<file path="src/rtl/dram_req_arbiter.sv">
// Front end of the DRAM RAS/MUX/CAS sequencer. It merges CPU requests with
// periodic refresh requests and starts one fixed-length sequencer access at a time.
module dram_req_arbiter #(
    parameter int ADDR_W         = 16,
    parameter int CYCLE_LEN      = 6,
    parameter int REFRESH_PERIOD = 64
) (
    input  logic              clk,
    input  logic              reset_n,
    input  logic              cpu_valid,
    output logic              cpu_ready,
    input  logic [ADDR_W-1:0] cpu_addr,
    input  logic              cpu_we,
    output logic              req,
    output logic [ADDR_W-1:0] req_addr,
    output logic              req_we,
    output logic              req_refresh,
    output logic              cpu_done,
    output logic              busy,
    output logic              refresh_overrun
);
    localparam int WAIT_W = $clog2(CYCLE_LEN);
    localparam int REF_W  = $clog2(REFRESH_PERIOD);
    localparam logic [WAIT_W-1:0] WAIT_INIT = WAIT_W'(CYCLE_LEN - 2);
    localparam logic [REF_W-1:0]  REF_LAST  = REF_W'(REFRESH_PERIOD - 1);

    typedef enum logic [1:0] {
        IDLE  = 2'd0,
        ISSUE = 2'd1,
        WAIT  = 2'd2
    } state_t;

    state_t            state_r;
    state_t            state_nxt_s;
    logic [WAIT_W-1:0] wait_cnt_r;
    logic [REF_W-1:0]  ref_cnt_r;
    logic [1:0]        refresh_pend_r;
    logic              hold_full_r;
    logic [ADDR_W-1:0] hold_addr_r;
    logic              hold_we_r;
    logic              last_refresh_r;
    logic              cur_cpu_r;
    logic              req_r;
    logic [ADDR_W-1:0] req_addr_r;
    logic              req_we_r;
    logic              req_refresh_r;
    logic              cpu_done_r;
    logic              busy_r;
    logic              overrun_r;
    logic              xfer_s;
    logic              tick_s;
    logic              grant_ref_s;
    logic              grant_cpu_s;
    logic              wait_end_s;

    assign xfer_s          = cpu_valid && !hold_full_r;
    assign tick_s          = (ref_cnt_r == REF_LAST);
    assign cpu_ready       = !hold_full_r;
    assign req             = req_r;
    assign req_addr        = req_addr_r;
    assign req_we          = req_we_r;
    assign req_refresh     = req_refresh_r;
    assign cpu_done        = cpu_done_r;
    assign busy            = busy_r;
    assign refresh_overrun = overrun_r;

    // Next-state decode with arbitration; refresh yields once after its own turn
    always_comb begin
        state_nxt_s = state_r;
        grant_ref_s = 1'b0;
        grant_cpu_s = 1'b0;
        wait_end_s  = 1'b0;
        case (state_r)
            IDLE: begin
                if ((refresh_pend_r != 2'd0) && !(last_refresh_r && hold_full_r)) begin
                    grant_ref_s = 1'b1;
                    state_nxt_s = ISSUE;
                end else if (hold_full_r) begin
                    grant_cpu_s = 1'b1;
                    state_nxt_s = ISSUE;
                end else begin
                    state_nxt_s = IDLE;
                end
            end
            ISSUE: begin
                state_nxt_s = WAIT;
            end
            WAIT: begin
                if (wait_cnt_r == {WAIT_W{1'b0}}) begin
                    wait_end_s  = 1'b1;
                    state_nxt_s = IDLE;
                end else begin
                    state_nxt_s = WAIT;
                end
            end
            default: begin
                state_nxt_s = IDLE;
            end
        endcase
    end

    // FSM state, access window counter and arbitration history
    always_ff @(posedge clk) begin
        if (!reset_n) begin
            state_r        <= IDLE;
            wait_cnt_r     <= {WAIT_W{1'b0}};
            last_refresh_r <= 1'b0;
            cur_cpu_r      <= 1'b0;
        end else begin
            state_r <= state_nxt_s;
            if (state_r == ISSUE) begin
                wait_cnt_r <= WAIT_INIT;
            end else if ((state_r == WAIT) && (wait_cnt_r != {WAIT_W{1'b0}})) begin
                wait_cnt_r <= wait_cnt_r - WAIT_W'(1);
            end
            if (grant_ref_s || grant_cpu_s) begin
                last_refresh_r <= grant_ref_s;
                cur_cpu_r      <= grant_cpu_s;
            end
        end
    end

    // Refresh timer, saturating pending count and sticky overrun flag
    always_ff @(posedge clk) begin
        if (!reset_n) begin
            ref_cnt_r      <= {REF_W{1'b0}};
            refresh_pend_r <= 2'd0;
            overrun_r      <= 1'b0;
        end else begin
            ref_cnt_r <= tick_s ? {REF_W{1'b0}} : ref_cnt_r + REF_W'(1);
            if (tick_s && !grant_ref_s) begin
                if (refresh_pend_r != 2'd3) begin
                    refresh_pend_r <= refresh_pend_r + 2'd1;
                end
            end else if (!tick_s && grant_ref_s) begin
                refresh_pend_r <= refresh_pend_r - 2'd1;
            end
            if (tick_s && (refresh_pend_r == 2'd3)) begin
                overrun_r <= 1'b1;
            end
        end
    end

    // One-entry CPU holding register; freed when its access is launched
    always_ff @(posedge clk) begin
        if (!reset_n) begin
            hold_full_r <= 1'b0;
            hold_addr_r <= {ADDR_W{1'b0}};
            hold_we_r   <= 1'b0;
        end else if (xfer_s) begin
            hold_full_r <= 1'b1;
            hold_addr_r <= cpu_addr;
            hold_we_r   <= cpu_we;
        end else if (grant_cpu_s) begin
            hold_full_r <= 1'b0;
        end
    end

    // Registered sequencer outputs; address/command held until the next launch
    always_ff @(posedge clk) begin
        if (!reset_n) begin
            req_r         <= 1'b0;
            req_addr_r    <= {ADDR_W{1'b0}};
            req_we_r      <= 1'b0;
            req_refresh_r <= 1'b0;
            cpu_done_r    <= 1'b0;
            busy_r        <= 1'b0;
        end else begin
            req_r      <= (state_nxt_s == ISSUE);
            busy_r     <= (state_nxt_s != IDLE);
            cpu_done_r <= wait_end_s && cur_cpu_r;
            if (grant_cpu_s) begin
                req_addr_r    <= hold_addr_r;
                req_we_r      <= hold_we_r;
                req_refresh_r <= 1'b0;
            end else if (grant_ref_s) begin
                req_addr_r    <= {ADDR_W{1'b0}};
                req_we_r      <= 1'b0;
                req_refresh_r <= 1'b1;
            end
        end
    end

endmodule

</file>
<file path="config.mk">
export PLATFORM = sky130hd
export DESIGN_NAME = dram_req_arbiter
export DESIGN_NICKNAME = d
export VERILOG_FILES = /design/src/rtl/dram_req_arbiter.sv
export SDC_FILE = /design/constraint.sdc
export NUM_CORES = 1
export LEC_CHECK = 0
export BUFFER_PORTS_ARGS = -buffer_cell sky130_fd_sc_hd__buf_2
export CAP_MARGIN = 10
export CORE_MARGIN = 2
export CORE_UTILIZATION = 45
export DETAILED_ROUTE_END_ITERATION = 10
export PLACE_DENSITY_LB_ADDON = 0.15
export REMOVE_ABC_BUFFERS = 1
export SYNTH_ARGS = -nofsm -noshare
export SYNTH_HDL_FRONTEND = slang
export SYNTH_SLANG_ARGS = --single-unit
</file>
<file path="constraint.sdc">
create_clock -name clk -period 2 [get_ports clk]
set_input_delay 0.1 -clock clk [delete_from_list [all_inputs] [get_ports clk]]
set_output_delay 0.1 -clock clk [all_outputs]
set_load 0.01 [all_outputs]
</file>
# Yosys cells after proc, flatten, opt, wreduce, memory -nomap -nowiden
# Cells that the tools add are included.
[word_totals] ff_bits=55 output_inout_bits=23
[classes] addsub=4 n_eq_ne=7 muxes=22 n_bitwise=1 n_reduce_logical=26
[op_table] operator="16-bit two-way mux" n=2
[op_table] operator="1-bit two-way mux" n=13
[op_table] operator="2-bit nonzero test" n=6
[op_table] operator="1-bit logical AND" n=8
[op_table] operator="2-bit two-way mux" n=4
[op_table] operator="6-bit by 1-bit adder with 6-bit output (second input constant)" n=1
[op_table] operator="6-bit == test (second input constant)" n=1
[op_table] operator="3-bit two-way mux" n=2
[op_table] operator="2-bit one-hot mux with 3 select lines" n=1
[op_table] operator="2-bit OR reduction" n=3
[op_table] operator="2-bit by 1-bit == test with 1-bit output (second input constant)" n=2
[op_table] operator="2-bit == test (second input constant)" n=2
[op_table] operator="1-bit logical NOT" n=4
[op_table] operator="3-bit logical NOT" n=1
[op_table] operator="3-bit nonzero test" n=1
[op_table] operator="3-bit by 1-bit subtractor with 3-bit output (second input constant)" n=1
[op_table] operator="2-bit by 1-bit adder with 2-bit output (second input constant)" n=1
[op_table] operator="2-bit logical NOT" n=1
[op_table] operator="2-bit by 1-bit inequality test with 1-bit output (second input constant)" n=1
[op_table] operator="2-bit inequality test (second input constant)" n=1
[op_table] operator="2-bit AND reduction" n=1
[op_table] operator="2-bit by 1-bit subtractor with 2-bit output (second input constant)" n=1
[op_table] operator="1-bit logical OR" n=1
[op_table] operator="1-bit NOT" n=1

# Longest topological paths before layout
[depth] depth_word=9 depth_mapped=7

# Worst setup path before layout
# No wires, ideal clock.
[synth_timing] path_type="register -> register" startpoint="register ref_cnt_r[0]" endpoint="register refresh_pend_r[1]" setup_time_ps=126 arrival_time_ps=1247 slack_ps=628 path_stages_with_launch=7 period_less_slack_ps=1372 cell_sequence="dfxtp_1 ha_1 and3_1 and3_1 clkbuf_2 o211ai_1 o21ai_0"
[synth_via] elab_chain_len=5 word_cells_on_any_way=8
[synth_lines] item="start: declaration" line="36" rtl="logic [REF_W-1:0] ref_cnt_r;"
[synth_lines] item="start signal: assignment" line="126" rtl="ref_cnt_r <= {REF_W{1'b0}};"
[synth_lines] item="start signal: assignment" line="130" rtl="ref_cnt_r <= tick_s ? {REF_W{1'b0}} : ref_cnt_r + REF_W'(1);"
[synth_lines] item="6-bit == test *" line="57" rtl="assign tick_s = (ref_cnt_r == REF_LAST);"
[synth_lines] item="1-bit logical NOT" line="135" rtl="end else if (!tick_s && grant_ref_s) begin"
[synth_lines] item="1-bit logical AND" line="135"
[synth_lines] item="2-bit nonzero test (no source line)"
[synth_lines] item="2-bit AND reduction (no source line)"
[synth_lines] item="end signal: assignment" line="133" rtl="refresh_pend_r <= refresh_pend_r + 2'd1;"
[synth_lines] item="end signal: assignment" line="136" rtl="refresh_pend_r <= refresh_pend_r - 2'd1;"
[synth_lines] item="end: declaration" line="37" rtl="logic [1:0] refresh_pend_r;"
# Every way passes the cells marked *; elsewhere a longest branch is shown, timed or not.
# A chain may end at the register's enable or synchronous reset.

# Worst setup path after layout
[layout_timing] startpoint="register ref_cnt_r[0]" endpoint="register refresh_pend_r[0]"
# The elaborated chain is that of the path after synthesis.

==> summary.md <==
| Metric | Value |
|---|---|
| Status | `completed` |
| Max-Cap Viols | `0` |
| Critical setup path kind | `register to register` |
| Post_cts resized | `0` |
| Commonest non-fill, non-tap cell in the layout | `dfxtp_1` |
| Leakage | `1.025 nW` |
| Pin count of the biggest net entering global routing | `19` |
| WP data required | `around 2.2 ns` |
| Largest family of logic cells by synthesized area | `compound AO/OA/AOI/OAI gates` |
| CP arrival | `1.65 ns` |
| Max VDD drop | `0.3582 mV` |
| Hold Crit Class | `input pin to register` |
| FF/Latch Area | `1101 um2` |
| Max Slew Vio Count | `0` |
| Slowest cell on crit path | `dfxtp_1` |
| # IOs | `43` |
| Via density | `5.059` |
| Final Hold Fails | `0` |
| Syn_area_per_cell | `9.695 um2` |
| CTS H-tree lvls | `2` |
| Horiz. Die Dim | `~71 um` |
| CTS tree | `built` |
| Clock Latency Late Sink | `0.30 ns` |
| # rows | `24` |
| Layout cells sized above 1 | `27.49%` |
| Synth Register Bits | `55` |
| Total congestion overflow | `0` |
| Layout Cells excl Fill | `303` |
| Met1 Wirelength | `between 1500 and 2000 um` |
| Worst path cell trace | `ha_1, and3_1, and3_1, mux2i_1, o22ai_1` |
| CP max FO | `5` |
| Clock transition at path regs | `0.10 ns` |
| Syn-to-layout area delta | `14.56%` |
| Post-CTS setup buffers | `0` |
| XOR/XNOR Fraction of Synth Area | `2.141%` |
| Setup TNS | `0 ns` |
| DIE HEIGHT | `approximately 71 um` |
| Post-synth EDFFs | `0` |
| Most common cell type on the critical path | `and3_1` |
| Die area | `5102 um2` |
| Placed cells | `295` |
| Clk_skew | `0.008686 ns` |
| Total GRT Usage | `15.33%` |
| Most used flip-flop cell after synthesis | `dfxtp_1` |
| Num CTS Buffers | `5` |
| Diode count | `0` |
| Detailed-route via count | `1533` |
| Most frequent cells in the layout | `dfxtp_1, buf_2, nand2_1` |
| Synth Area in Adders | `1.835%` |
| Initial antenna violation count | `0` |
| HPWL after DPL | `between 2000 and 3000 um` |
| GPL Wtd Cong | `between 0.7 and 0.8` |
| Post-route minimum period | `1.451 ns` |
| Multi-input gate area | `between 800 and 900 um2` |
| Final routed DRC violation total | `0` |
| WL per Instance | `12.53 um` |
| CP endpoint kind | `register` |
| Mapped Cells | `211` |
| Port bufs | `42` |
| Initial Util | `46.98%` |
| Met2 wire len | `1656 um` |
| Distinct cells, synth | `39` |
| Startpoint Class | `register` |
| Power per cell area | `between 800 and 900 nW/um2` |
| CTS Hold Bufs | `0` |
| Core area | `4354 um2` |
| Synth async-reset ratio | `0%` |
| ANT nets after route | `0` |
| Area of the mapped netlist | `2046 um2` |
| Root Driver | `clkbuf_8` |
| Post-Route WL | `3798 um` |
| Max frequency | `roughly 690 MHz` |
| Final setup violation count | `0` |
| Unrepaired setup endpoints after global routing | `no` |
| Mux contribution to synthesized area | `1.040%` |
| # fillers | `around 400` |
| Drt first pass iters | `4` |
| CTS Sinks | `55` |
| Post-Synth Simple-Gate Area | `16.64%` |
| Vias in the first global route | `1448` |
| DR iter-0 viols | `82` |
| Fin crit share | `72.56%` |
| Deepest clock path buffer count | `2` |
| Worst Tran Pin Value | `between 0.4 and 0.5 ns` |
| Top sig layer | `met4` |
| Compound-Gate Fraction of Synth Area | `18.96%` |
| Met3 WL | `roughly 210 um` |
| Slowest stage delay, CP | `0.37 ns` |
| Slew margin rel. | `70.06%` |
| First-pass GRT wire length | `6237 um` |
| Synthesis Warnings | `0` |
| Net count, final | `273` |
| Register area share after synthesis | `53.82%` |
==> power breakdown <==
group          internal (mW)  switching, mW
registers               1.14         0.0311
logic                 0.0747          0.109
clock network          0.251          0.359
total                   1.47          0.499
==> cells by family after synthesis <==
family                     after synthesis
DFF                                     55
AOI/OAI and AO/OA                       53
muxes                                    2
and+or+nand+nor                         73
xor gates and xnor gates                 5
buffers and inverters                   20
adders and majority gates                3
==> layout make-up <==
| type | instances | share of cell area (%) |
|---|---|---|
| inverters | 8 | 1.281 |
| well taps | 52 | 2.776 |
| clock buffers | 5 | 2.936 |
| clock inverters | 3 | 0.9610 |
| multi-input cells | 136 | 35.45 |
| repair buffers | 44 | 9.610 |
| flip-flops and latches | 55 | 46.98 |
==> registers in the layout, indices dropped and copies added, names as in the netlist <==
signal,cells
cpu_done,1
refresh_pend_r,2
state_r,2
req_refresh,1
hold_addr_r,16
hold_full_r,1
ref_cnt_r,6
busy,1
hold_we_r,1
refresh_overrun,1
req,1
wait_cnt_r,3
cur_cpu_r,1
req_we,1
last_refresh_r,1
req_addr,16
==> final timing paths <==
check	start	to	slack, ns	cells after the start
worst max-delay path	ref_cnt_r[0]	refresh_pend_r[0]	0.55	5
worst min-delay path	cpu_we	hold_we_r	0.02	3
worst max register to register	ref_cnt_r[0]	refresh_pend_r[0]	0.55	5
worst min register to register	ref_cnt_r[0]	ref_cnt_r[0]	0.46	1
==> per-layer routing <==
layer  global-route usage (%)  vias up
li1                         -      802
met1                    20.07      689
met2                    24.28       37
met3                    3.657        5
met4                    6.499        0
met5                        0        -
==> worst max-delay path, delay by kind of cell (launching register included) <==
kind                       cells  cell delay, ns
and+or+nand+nor                2            0.51
DFF                            1            0.37
muxes                          1            0.21
adders and majority gates      1            0.18
AOI/OAI and AO/OA              1            0.08
==> cells in the mapped netlist (2+ instances only) <==
cell	number	area, um2
nor4_1	2	12.51
a22o_1	11	96.34
xnor2_1	4	35.03
nor2_1	12	45.04
a22o_2	7	70.07
buf_4	2	15.01
nand2b_1	2	12.51
nand3_1	4	20.02
ha_1	3	37.54
nand2_1	39	146.4
a21oi_1	21	105.1
o211a_1	2	20.02
nor2_2	2	12.51
and3_1	3	18.77
nor2_4	2	22.52
nor3_2	2	20.02
a22oi_1	2	15.01
buf_6	3	33.78
inv_1	7	26.28
buf_2	6	30.03
o21ai_0	3	15.01
dfxtp_1	55	1101
==> through the flow <==
stage / utilization (%) / hold WS [ns] / cell area, um2 / power [mW] / worst slack, ns
floorplan: - / 0.2257 / 1962 / 1.310 / 0.6600
global placement: 51.72 / 0.3414 / 2252 / 1.381 / 0.5617
detailed placement: 51.72 / 0.3506 / 2252 / 1.384 / 0.5684
CTS: 53.82 / 0.01500 / 2344 / 1.989 / 0.5487
global route: 53.82 / 0.02049 / 2344 / 2.060 / 0.4065
finish: 53.82 / 0.02273 / 2344 / 1.966 / 0.5487
(Power assumes the default switching activity.)
